[config.mk]
export PLATFORM = sky130hd
export DESIGN_NAME = clk_div_prog
export DESIGN_NICKNAME = d
export VERILOG_FILES = /design/src/rtl/clk_div_pkg.sv /design/src/rtl/clk_div_prog.sv
export SDC_FILE = /design/constraint.sdc
export NUM_CORES = 1
export LEC_CHECK = 0
export CORE_MARGIN = 5
export CORE_UTILIZATION = 34
export CTS_CLUSTER_DIAMETER = 200
export DETAILED_ROUTE_END_ITERATION = 6
export GPL_TIMING_DRIVEN = 1
export PLACE_DENSITY = 0.57
export SETUP_SLACK_MARGIN = 0.15
export SLEW_MARGIN = 25
export SYNTH_ARGS = -nofsm -noshare
export SYNTH_HDL_FRONTEND = slang
export SYNTH_SLANG_ARGS = --single-unit
export TNS_END_PERCENT = 20
[constraint.sdc]
create_clock -name clk -period 5.35 [get_ports clk]
set_input_delay 1.07 -clock clk [delete_from_list [all_inputs] [get_ports clk]]
set_output_delay 1.07 -clock clk [all_outputs]
set_load 0.02 [all_outputs]
[src/rtl/clk_div_pkg.sv]
// Shared definitions for the programmable clock divider: default width,
// smallest usable divide ratio and the controller state encoding.
package clk_div_pkg;

    localparam int WIDTH_DEF = 8;
    localparam int MIN_DIV   = 2;

    typedef enum logic {
        IDLE = 1'b0,
        RUN  = 1'b1
    } state_t;

endpackage

[src/rtl/clk_div_prog.sv]
// Programmable integer clock divider with glitch-free divisor changes applied
// only on period boundaries; clk_out and tick come straight from flops.
module clk_div_prog
    import clk_div_pkg::*;
#(
    parameter int WIDTH = WIDTH_DEF
) (
    input  logic             clk,
    input  logic             rst,
    input  logic [WIDTH-1:0] div_val,
    input  logic             div_load,
    output logic             div_busy,
    output logic             clk_out,
    output logic             tick,
    output state_t           state_dbg
);

    localparam logic [WIDTH-1:0] ONE   = WIDTH'(1);
    localparam logic [WIDTH-1:0] MIN_N = WIDTH'(MIN_DIV);

    state_t           state, state_n;
    logic [WIDTH-1:0] cnt, cnt_n;
    logic [WIDTH-1:0] a_q, a_n;
    logic [WIDTH-1:0] pend, pend_n;
    logic             busy_n;
    logic             clk_n;
    logic             tick_n;

    logic [WIDTH-1:0] half;
    logic [WIDTH-1:0] cnt_inc;
    logic [WIDTH-1:0] eff;
    logic             wrap;

    // ceil(A/2) built without an extra carry bit so A = 2^WIDTH-1 is safe.
    assign half    = (a_q >> 1) + {{(WIDTH-1){1'b0}}, a_q[0]};
    assign cnt_inc = cnt + ONE;
    assign wrap    = (cnt == a_q - ONE);
    // Divisor for the next period: a same-cycle load bypasses the pending slot.
    assign eff     = div_load ? div_val : (div_busy ? pend : a_q);

    always_comb begin
        state_n = state;
        cnt_n   = cnt;
        a_n     = a_q;
        pend_n  = pend;
        busy_n  = div_busy;
        clk_n   = clk_out;
        tick_n  = 1'b0;
        case (state)
            IDLE: begin
                clk_n = 1'b0;
                if (div_load && (div_val >= MIN_N)) begin
                    state_n = RUN;
                    a_n     = div_val;
                    cnt_n   = '0;
                    clk_n   = 1'b1;
                    tick_n  = 1'b1;
                end
            end
            RUN: begin
                if (wrap) begin
                    busy_n = 1'b0;
                    pend_n = '0;
                    cnt_n  = '0;
                    if (eff >= MIN_N) begin
                        a_n    = eff;
                        clk_n  = 1'b1;
                        tick_n = 1'b1;
                    end else begin
                        state_n = IDLE;
                        a_n     = '0;
                        clk_n   = 1'b0;
                    end
                end else begin
                    cnt_n = cnt_inc;
                    clk_n = (cnt_inc < half);
                    if (div_load) begin
                        pend_n = div_val;
                        busy_n = 1'b1;
                    end
                end
            end
            default: begin
                state_n = IDLE;
                a_n     = '0;
                cnt_n   = '0;
                pend_n  = '0;
                busy_n  = 1'b0;
                clk_n   = 1'b0;
            end
        endcase
    end

    always_ff @(posedge clk or negedge rst) begin
        if (!rst) begin
            state    <= IDLE;
            cnt      <= '0;
            a_q      <= '0;
            pend     <= '0;
            div_busy <= 1'b0;
            clk_out  <= 1'b0;
            tick     <= 1'b0;
        end else begin
            state    <= state_n;
            cnt      <= cnt_n;
            a_q      <= a_n;
            pend     <= pend_n;
            div_busy <= busy_n;
            clk_out  <= clk_n;
            tick     <= tick_n;
        end
    end

    assign state_dbg = state;

endmodule

======== Word-level counts from Yosys, hierarchy flattened ========
Cells that the tools add are included.
word-level totals
  register bits after elaboration ......... 28
  input port bits ......................... 11
  output and inout port bits .............. 4
operators by class
  equal/unequal tests ..................... 3
  magnitude comparators ................... 3
  add/subtract/negate cells ............... 3
  muxes and demuxes ....................... 21
  bitwise logic cells ..................... 1
  reductions and logical operators ........ 4
operator list
  kind                                                                number
  2-to-1 mux 8 bit                                                    9
  case mux 8 bit (2 select lines)                                     2
  greater-or-equal comparator 8 x 2 -> 1 bit (second input constant)  2
  adder 7 x 1 -> 8 bit                                                1
  adder 8 x 1 -> 8 bit (second input constant)                        1
  equality test 8 bit                                                 1
  less-than comparator 8 bit                                          1
  subtractor 8 x 1 -> 8 bit (second input constant)                   1
  2-to-1 mux 1 bit                                                    7
  case mux 1 bit (2 select lines)                                     3
  AND reduction 2 bit                                                 2
  inequality test 2 x 1 -> 1 bit (second input constant)              1
  inequality test 2 bit (second input constant)                       1
  nonzero test 2 bit                                                  1
  logical AND 1 bit                                                   1
  NOT 1 bit                                                           1

======== Longest topological paths before layout ========
Gate-level depths: netlist of the first run.
  depth after elaboration ................. 6
  mapped depth ............................ 10

======== Worst setup path after synthesis of the first run ========
No wires, ideal clock.
  path type ............................... input to register
  from .................................... input div_val[5]
  to ...................................... register clk_out
  stages on the path ...................... 5
  slack ................................... 2611 ps
  setup time .............................. 125 ps
  arrival time ............................ 2615 ps
  cells stage by stage .................... or4_1 o41ai_2 inv_1 or2_2 mux2_2
between the ends
  cells in the longest elaborated chain, start to end .. 5
RTL lines
  item                                        RTL line             text
  start: declaration                          clk_div_prog.sv:10   input logic [WIDTH-1:0] div_val,
  2-to-1 mux 8 bit                            clk_div_prog.sv:39   assign eff = div_load ? div_val : (div_busy ? pend : a_q);
  greater-or-equal comparator 8 x 2 -> 1 bit  clk_div_prog.sv:65   if (eff >= MIN_N) begin
  2-to-1 mux 1 bit                            clk_div_prog.sv:65
  2-to-1 mux 1 bit                            clk_div_prog.sv:61   if (wrap) begin
  case mux 1 bit (2 select lines) (*)         clk_div_prog.sv:49   case (state)
  via clk_n                                   clk_div_prog.sv:26   logic clk_n;
  end signal: assignment                      clk_div_prog.sv:109  clk_out <= clk_n;
  end: declaration                            clk_div_prog.sv:13   output logic clk_out,
The timed path passes the listed nets; every way through them passes the cells marked *.
A chain may end at the register's enable or synchronous reset.

======== Final worst setup path of the first run ========
  from .................................... input div_val[5]
  to ...................................... register cnt[2]
between the ends
  cells in the longest elaborated chain, start to end .. 3
RTL lines
  item                                        RTL line             text
  greater-or-equal comparator 8 x 2 -> 1 bit  clk_div_prog.sv:52   if (div_load && (div_val >= MIN_N)) begin
  logical AND 1 bit                           clk_div_prog.sv:52
  inequality test 2 bit (no source line)      n/a
  end signal: assignment                      clk_div_prog.sv:105  cnt <= cnt_n;
  end: declaration                            clk_div_prog.sv:22   logic [WIDTH-1:0] cnt, cnt_n;
No other way between the ends.

==> qor.csv, run 1 <==
metric;value;unit
outcome;finished clean;
synth-edff-count;0;
num_rows;27;
synth_top_family_by_area;simple AND/OR/NAND/NOR gates;
max_freq;313.2;MHz
clockBufferDepth;2;
design_area;0.002206;mm²
top_layer_used;met4;
area_delta_synth_final;10.74;%
final_hold_viol_count;0;
clk_pin_slew_worst_paths;90;ps
cts_resized;0;
cp.arrival;3390;ps
utilization;39.34;%
io-pin-count;15;
cts_tree;yes;
place_inst;298;
synth_cell_types;49;
synth_mux_area_share;0.5653;%
wl_met1;2245;µm
num_vias;1603;
timing.slew.headroom;44.71;%
fin_ws;2157;ps
dr_wl_met3;106;µm
start_util;35.52;%
drcViolationCount;0;
die-area;0.007489;mm²
cts_root_buf;clkbuf_8;
tns;0;ps
synth_simple_gate_area_share;21.42;%
syn-cell-area;0.001992;mm²
ff2ff_setup_slack;2380;ps
worstMarginPinSlew;826.3;ps
yosys.area.top_type_share;35.18;%
post_cts_buffers;0;
ir_drop;0.1722;mV
post-synth-top-count-cell;nor2_1;
dieWidth;86.54;µm
via_per_inst;5.308;
setup_viol;0;
hold_class;reg2reg;
synth_compound_area_share;20.79;%
routed_wl;4473;µm
ctsHoldBuffers;0;
critPathKind;in2reg;
coreArea;0.005608;mm²
finalPower;1.074;mW
hold_ws;527.2;ps
p_leak;0.9190;nW
worstSetupEndpointType;register;
clock_insertion_delay_worst_skew;270;ps
grt_overflow;0;
drive_above_1_share;6.087;%
start_kind;input port;
post-dp-hpwl;3400;µm
met2WireLength;2086;µm
cts_sinks;28;
final_nets;253;
grt_pass1_wl;7638;µm
place_ws;1905;ps
avgSynthCellArea;8.736;µm²
drt-pass1-iter-count;4;
yosys.area_share.xor_xnor;7.915;%
cp.required;5550;ps
numPortBuffers;14;
ys_seq_area_share;35.18;%
cap_violations;0;
period_share;59.68;%
ys_async_sr_fraction;100.0;%
synth-seq-cells;28;
antenna_found_initial;0;
yosysTopAreaCell;dfrtp_1;
yosys-top-cells-area;dfrtp_1 (35%), ha_1 (6.9%), nor2_1 (5.5%);
h-tree-depth;1;
yosys.area_share.adder;6.910;%
yosys_warnings;0;
ant_nets;0;
final.setup_skew;4.848;ps
syn_inst;228;
fin_cells;302;
synth_ff_type;dfrtp_1;
routedWlPerCell;14.81;µm
min_period;3193;ps
numCtsBuffers;3;
grt_max_degree;29;
rsz0062_at_grt;no;
powerDensity;487.0;mW/mm²
grt_pass1_vias;1613;
syn_nets;250;
worstPathMaxFanout;16;
placed_area;0.002135;mm²
synthTopCellsByCount;nor2_1 (29), dfrtp_1 (28), a21oi_1 (15), nand2_1 (15), nand3_1 (15);
drt_iter0_markers;77;
die_height;86.54;µm
report.final.slew_viol_count;0;
grtUsageTotal;12.52;%
diodes;0;
place_congestion;0.8371;
kinds of logic after synthesis:
| family | count (synthesis) |
|---|---|
| AO/OA/AOI/OAI | 55 |
| AND/OR/NAND/NOR | 85 |
| XOR/XNOR | 18 |
| flip-flops | 28 |
| adder cells (fa/ha/maj) | 11 |
| multiplexers | 1 |
| buffers and inverters | 30 |
cells in the final DEF, fill, tap and decap left out, types with 3 or more instances in the layout:
cell / instances
a32o_1: 6
xnor2_1: 12
o21ai_0: 5
a2bb2oi_1: 7
dfrtp_1: 28
clkdlybuf4s50_1: 14
nand2_1: 15
clkbuf_8: 3
xor2_1: 6
nand2b_1: 3
a31oi_1: 6
ha_1: 11
and2_1: 3
or4_1: 3
nand3_1: 15
nor2_1: 29
inv_1: 13
a21oi_1: 15
state kept, by name (all words and copies together), names as in the netlist:
signal / count
a_q: 8
cnt: 8
pend: 8
clk_out: 1
div_busy: 1
state_dbg: 1
tick: 1
power breakdown:
group          leakage (nW)  switching (mW)  internal (mW)  total [mW]
clock                0.0357          0.0655          0.100       0.166
sequential            0.334           0.145          0.283       0.428
combinational         0.549           0.221          0.259       0.481
total                 0.919           0.432          0.642        1.07
metal layers:
layer / global-route usage [%] / vias up
met4: 2.408 / 0
met3: 1.331 / 4
met1: 17.18 / 765
li1: - / 815
met2: 21.35 / 19
met5: 0 / -
worst max-delay path, stage by stage:
cell and delay, ps:
clkdlybuf4s50_1 440, or4_1 560, o41ai_2 410, and2_1 580
o21ai_0 180, a21oi_1 150
final cells by class:
type | count | area [µm²]
multi-input combinational | 170 | 1147
fill | 610 | 3402
tap | 72 | 90.09
clock buffer | 3 | 41.29
inverter | 13 | 48.80
sequential | 28 | 700.7
timing repair buffer | 15 | 147.6
clock inverter | 1 | 30.03
final timing paths:
kind	startpoint	to	cells after the start
worst min-delay path	pend[3]$_DFFE_PN0P_	pend[3]$_DFFE_PN0P_	2
min in group asynchronous	rst	pend[2]$_DFFE_PN0P_	2
worst max-delay path	div_val[5]	cnt[2]$_DFFE_PN0P_	6
worst min register to register	pend[3]$_DFFE_PN0P_	pend[3]$_DFFE_PN0P_	2
worst max register to register	a_q[0]$_DFFE_PN0P_	cnt[5]$_DFFE_PN0P_	8
max in group asynchronous	rst	a_q[1]$_DFFE_PN0P_	2
Power figures use the tool's default switching activity.
==> run 2, diff against run 1 <==
--- a/config.mk
+++ b/config.mk
@@ -10,7 +10,7 @@
 export CTS_CLUSTER_DIAMETER = 200
 export DETAILED_ROUTE_END_ITERATION = 6
 export GPL_TIMING_DRIVEN = 1
-export PLACE_DENSITY = 0.57
+export PLACE_DENSITY = 0.59
 export SETUP_SLACK_MARGIN = 0.15
 export SLEW_MARGIN = 25
 export SYNTH_ARGS = -nofsm -noshare
==> constraint.sdc (replaced) <==
create_clock -name clk -period 2.6 [get_ports clk]
set_input_delay 0.52 -clock clk [delete_from_list [all_inputs] [get_ports clk]]
set_output_delay 0.52 -clock clk [all_outputs]
set_load 0.02 [all_outputs]
==> qor.csv, run 2 (synthesis gave the netlist of run 1 again) <==
metric;value;unit
outcome;finished clean;
timing.slew.headroom;76.19;%
slowest_stage;or4_4;
ctsHoldBuffers;0;
via_per_inst;5.222;
start_kind;register;
fillers;569;
routed_wl;4566;µm
critPathKind;reg2reg;
hold_class;reg2reg;
antenna_found_initial;0;
powerDensity;1001;mW/mm²
crit_chain;buf_4 -> or4_4 -> nor4_2 -> nor3b_1 -> a211o_4 -> buf_4 -> a32o_1;
dieWidth;86.54;µm
num_rows;27;
cp.buffers_inverters;2;
critPathTopFamily;simple AND/OR/NAND/NOR gates;
utilization;43.69;%
hold_depth;2;
num_vias;1697;
tns;0;ps
routedWlPerCell;14.05;µm
cts_sinks;28;
fin_ws;224.4;ps
clock_insertion_delay_worst_skew;270;ps
min_period;2376;ps
regArea;700.7;µm²
final_cell_mix;nor2_1 (28), dfrtp_1 (28), buf_4 (24), nand2_1 (15), nand3_1 (15);
timing.rr.end;cnt[3]$_DFFE_PN0P_;
cp.arrival;2540;ps
cp.required;2770;ps
drive_above_1_share;18.18;%
design_area;0.002450;mm²
numPortBuffers;14;
placed_area;0.002292;mm²
holdPathEnd;pend[2]$_DFFE_PN0P_;
reg2reg_from;a_q[0]$_DFFE_PN0P_;
cts_tree;yes;
rsz0062_at_grt;no;
cap_violations;0;
start_util;35.52;%
place_inst;319;
numCtsBuffers;3;
grt_max_degree;29;
finalPower;2.452;mW
die-area;0.007489;mm²
drt-pass1-iter-count;4;
fin_cells;325;
grt_pass1_vias;1638;
ff2ff_setup_slack;220;ps
coreArea;0.005608;mm²
cpPeakStageDelay;540;ps
setup_viol;0;
multi_input_area;0.001219;mm²
io-pin-count;15;
cts_root_buf;clkbuf_8;
clk_pin_slew_worst_paths;100;ps
post-dp-hpwl;3552;µm
h-tree-depth;1;
final_nets;276;
worstPathMaxFanout;5;
drcViolationCount;0;
diodes;0;
worst-r2r-cell-count;7;
area_delta_synth_final;22.99;%
worstSetupEndpointType;register;
worstMarginPinSlew;353.3;ps
grt_overflow;0;
ant_nets;0;
period_share;91.37;%
drt_iter0_markers;69;
largest_registers;a_q: 8 flops, cnt: 8 flops, pend: 8 flops;
path_common_cell;buf_4;
min-delay-start;pend[2]$_DFFE_PN0P_;
report.final.slew_viol_count;0;
grtUsageTotal;12.72;%
place_ws;-19.62;ps
grt_pass1_wl;7824;µm
die_height;86.54;µm
hold_ws;527.2;ps
max_freq;420.9;MHz
ir_drop;0.5228;mV
final_hold_viol_count;0;
final.setup_skew;6.839;ps
clockBufferDepth;2;
p_leak;1.041;nW
place_congestion;0.8267;
## run 2: changes by cell type in the layout (fill, tap and decap cells not counted), sizes merged
cell  delta
buf     +23
## run 2: worst max-delay path by stage
stage,start,cells after the start,endpoint
after floorplan,a_q[0]$_DFFE_PN0P_,9,clk_out$_DFF_PN0_
after global placement,div_val[5],6,clk_out$_DFF_PN0_
after detailed placement,div_val[5],6,clk_out$_DFF_PN0_
after CTS,a_q[0]$_DFFE_PN0P_,11,clk_out$_DFF_PN0_
after global routing,a_q[0]$_DFFE_PN0P_,8,a_q[0]$_DFFE_PN0P_
final,a_q[0]$_DFFE_PN0P_,7,cnt[3]$_DFFE_PN0P_
## run 2: routing by layer
| layer | wire [µm] | GRT usage, % | vias to the layer above |
|---|---|---|---|
| met1 | 2231 | 17.93 | 807 |
| met2 | 2179 | 21.00 | 25 |
| met5 | 0 | 0 | - |
| li1 | - | - | 861 |
| met3 | 111 | 1.046 | 4 |
| met4 | 42 | 3.258 | 0 |
## run 2: cell type report
type / instances / area share [%]
clock buffers: 3 / 1.685
clock inverters: 1 / 1.226
inverters: 13 / 1.992
multi-input cells: 170 / 49.74
flip-flops and latches: 28 / 28.60
well taps: 72 / 3.677
repair buffers: 38 / 13.07
## run 2: what timing repair did
action                     in CTS  in global routing
gates cloned                    0                  0
hold endpoints to repair        0                  0
setup endpoints to repair      24                 23
setup buffers                   1                  1
resized for setup               2                 13
pin swaps                       1                  5
## run 2: report_power, final
group          internal (mW)  total (mW)  switching (mW)  leakage (nW)
Clock                  0.206       0.335           0.129        0.0357
Sequential             0.583       0.771           0.188         0.334
Combinational          0.692        1.35           0.653         0.671
## run 2: tightest hold or removal path, stage by stage (launching register included)
cell     delay [ps]
dfrtp_1         390
nand2_1          60
a21oi_1          50
==> run 3, diff against run 2 <==
==> constraint.sdc (replaced) <==
create_clock -name clk -period 2 [get_ports clk]
set_input_delay 0.4 -clock clk [delete_from_list [all_inputs] [get_ports clk]]
set_output_delay 0.4 -clock clk [all_outputs]
set_load 0.02 [all_outputs]
==> qor.csv, run 3 (synthesis gave the netlist of run 1 again) <==
metric;value;unit
antenna_found_initial;0;
drt_iter0_markers;93;
violations;setup timing;
p_leak;1.242;nW
powerDensity;1291;mW/mm²
tns;-5681;ps
period_share;112.4;%
diodes;0;
grt_max_degree;29;
cap_violations;0;
utilization;50.04;%
routed_wl;4907;µm
via_per_inst;5.044;
drive_above_1_share;32.53;%
outcome;finished, violations left;
min_period;2248;ps
grt_pass1_vias;1774;
worstPathMaxFanout;7;
die-area;0.007489;mm²
h-tree-depth;1;
cp.arrival;2440;ps
max_freq;444.8;MHz
clk_pin_slew_worst_paths;100;ps
place_congestion;0.7925;
worstSetupEndpointType;register;
cts_tree;yes;
cts_sinks;28;
num_rows;27;
largest_registers;a_q: 8 flops, cnt: 8 flops, pend: 8 flops;
grt_overflow;0;
worstMarginPinSlew;345.6;ps
report.final.slew_viol_count;0;
die_height;86.54;µm
hold_ws;494.2;ps
cts_root_buf;clkbuf_8;
ir_drop;0.4894;mV
coreArea;0.005608;mm²
clockBufferDepth;2;
clock_insertion_delay_worst_skew;270;ps
area_delta_synth_final;40.89;%
dieWidth;86.54;µm
cp.buffers_inverters;0;
num_vias;1821;
place_ws;-469.7;ps
critPathKind;reg2reg;
post-dp-hpwl;3923;µm
routedWlPerCell;13.59;µm
drt-pass1-iter-count;4;
ant_nets;0;
final_nets;312;
fin_ws;-248.2;ps
hold_class;in2async;
final_common_cell;buf_4;
io-pin-count;15;
setup_viol;28;
fillers;569;
start_kind;register;
final.setup_skew;7.697;ps
rsz0062_at_grt;yes;
numPortBuffers;14;
cp.required;2200;ps
timing.slew.headroom;76.72;%
final_hold_viol_count;0;
final_cell_mix;buf_4 (54), nor2_1 (28), dfrtp_1 (27), nand2_1 (15), nand3_1 (15);
numCtsBuffers;3;
crit_chain;or4_4 -> and4b_1 -> nor3b_2 -> a211o_4 -> o22ai_4 -> a2bb2oi_1;
drcViolationCount;0;
cpPeakStageDelay;580;ps
finalPower;3.624;mW
slowest_stage;or4_4;
multi_input_area;0.001270;mm²
grtUsageTotal;13.77;%
start_util;35.52;%
critPathTopFamily;simple AND/OR/NAND/NOR gates;
grt_pass1_wl;8424;µm
regArea;701.9;µm²
==> run 3: changes by cell type in the layout (fill, tap and decap cells not counted), moves of 2 or more <==
cell,previous run,this run
a2bb2oi_1,7,5
buf_6,0,5
a2bb2oi_2,0,2
a21oi_1,14,9
inv_2,0,2
inv_1,13,11
a21oi_2,1,6
buf_4,24,54
==> run 3: per-stage QoR <==
step	std cells	instance area, µm²
global route	361	2806
finish	361	2806
global placement	355	2608
floorplan	228	2042
detailed placement	355	2608
CTS	360	2720
==> run 3: layout make-up <==
cell class                 instances  area share (%)
timing repair buffer              74           22.25
multi-input combinational        170           45.25
sequential                        28           25.01
inverter                          13           1.739
clock buffer                       3           1.471
tap                               72           3.210
clock inverter                     1           1.070
==> run 3: where the power goes <==
| group | switching (mW) | leakage (nW) | internal (mW) | total [mW] |
|---|---|---|---|---|
| clock | 0.175 | 0.0357 | 0.268 | 0.443 |
| sequential | 0.164 | 0.333 | 0.761 | 0.925 |
| combinational | 1.02 | 0.873 | 1.23 | 2.26 |
| total | 1.36 | 1.24 | 2.26 | 3.62 |
==> run 3: final timing paths <==
check | start | to | slack, ps | cells past startpoint
min in group clk | pend[1]$_DFFE_PN0P_ | pend[1]$_DFFE_PN0P_ | 520 | 2
max in group asynchronous | rst | a_q[1]$_DFFE_PN0P_ | 1210 | 2
min | rst | pend[7]$_DFFE_PN0P_ | 490 | 2
max reg2reg | a_q[0]$_DFFE_PN0P_ | a_q[3]$_DFFE_PN0P_ | -250 | 6
max | a_q[0]$_DFFE_PN0P_ | a_q[3]$_DFFE_PN0P_ | -250 | 6
min reg2reg | pend[1]$_DFFE_PN0P_ | pend[1]$_DFFE_PN0P_ | 520 | 2
==> run 3: repair_timing <==
| action | in CTS | in global routing |
|---|---|---|
| resized for setup | 11 | 18 |
| setup buffers | 0 | 1 |
| pin swaps | 9 | 4 |
| hold buffers | 0 | 0 |
| cloned | 1 | 0 |
| endpoints found under the setup margin | 28 | 29 |
==> run 3: per-layer routing <==
| metal | track usage [%] | wire (µm) | up-vias |
|---|---|---|---|
| met2 | 23.78 | 2377 | 19 |
| li1 | - | - | 940 |
| met1 | 18.84 | 2358 | 860 |
| met3 | 1.521 | 151 | 2 |
| met5 | 0 | 0 | - |
| met4 | 2.125 | 21 | 0 |
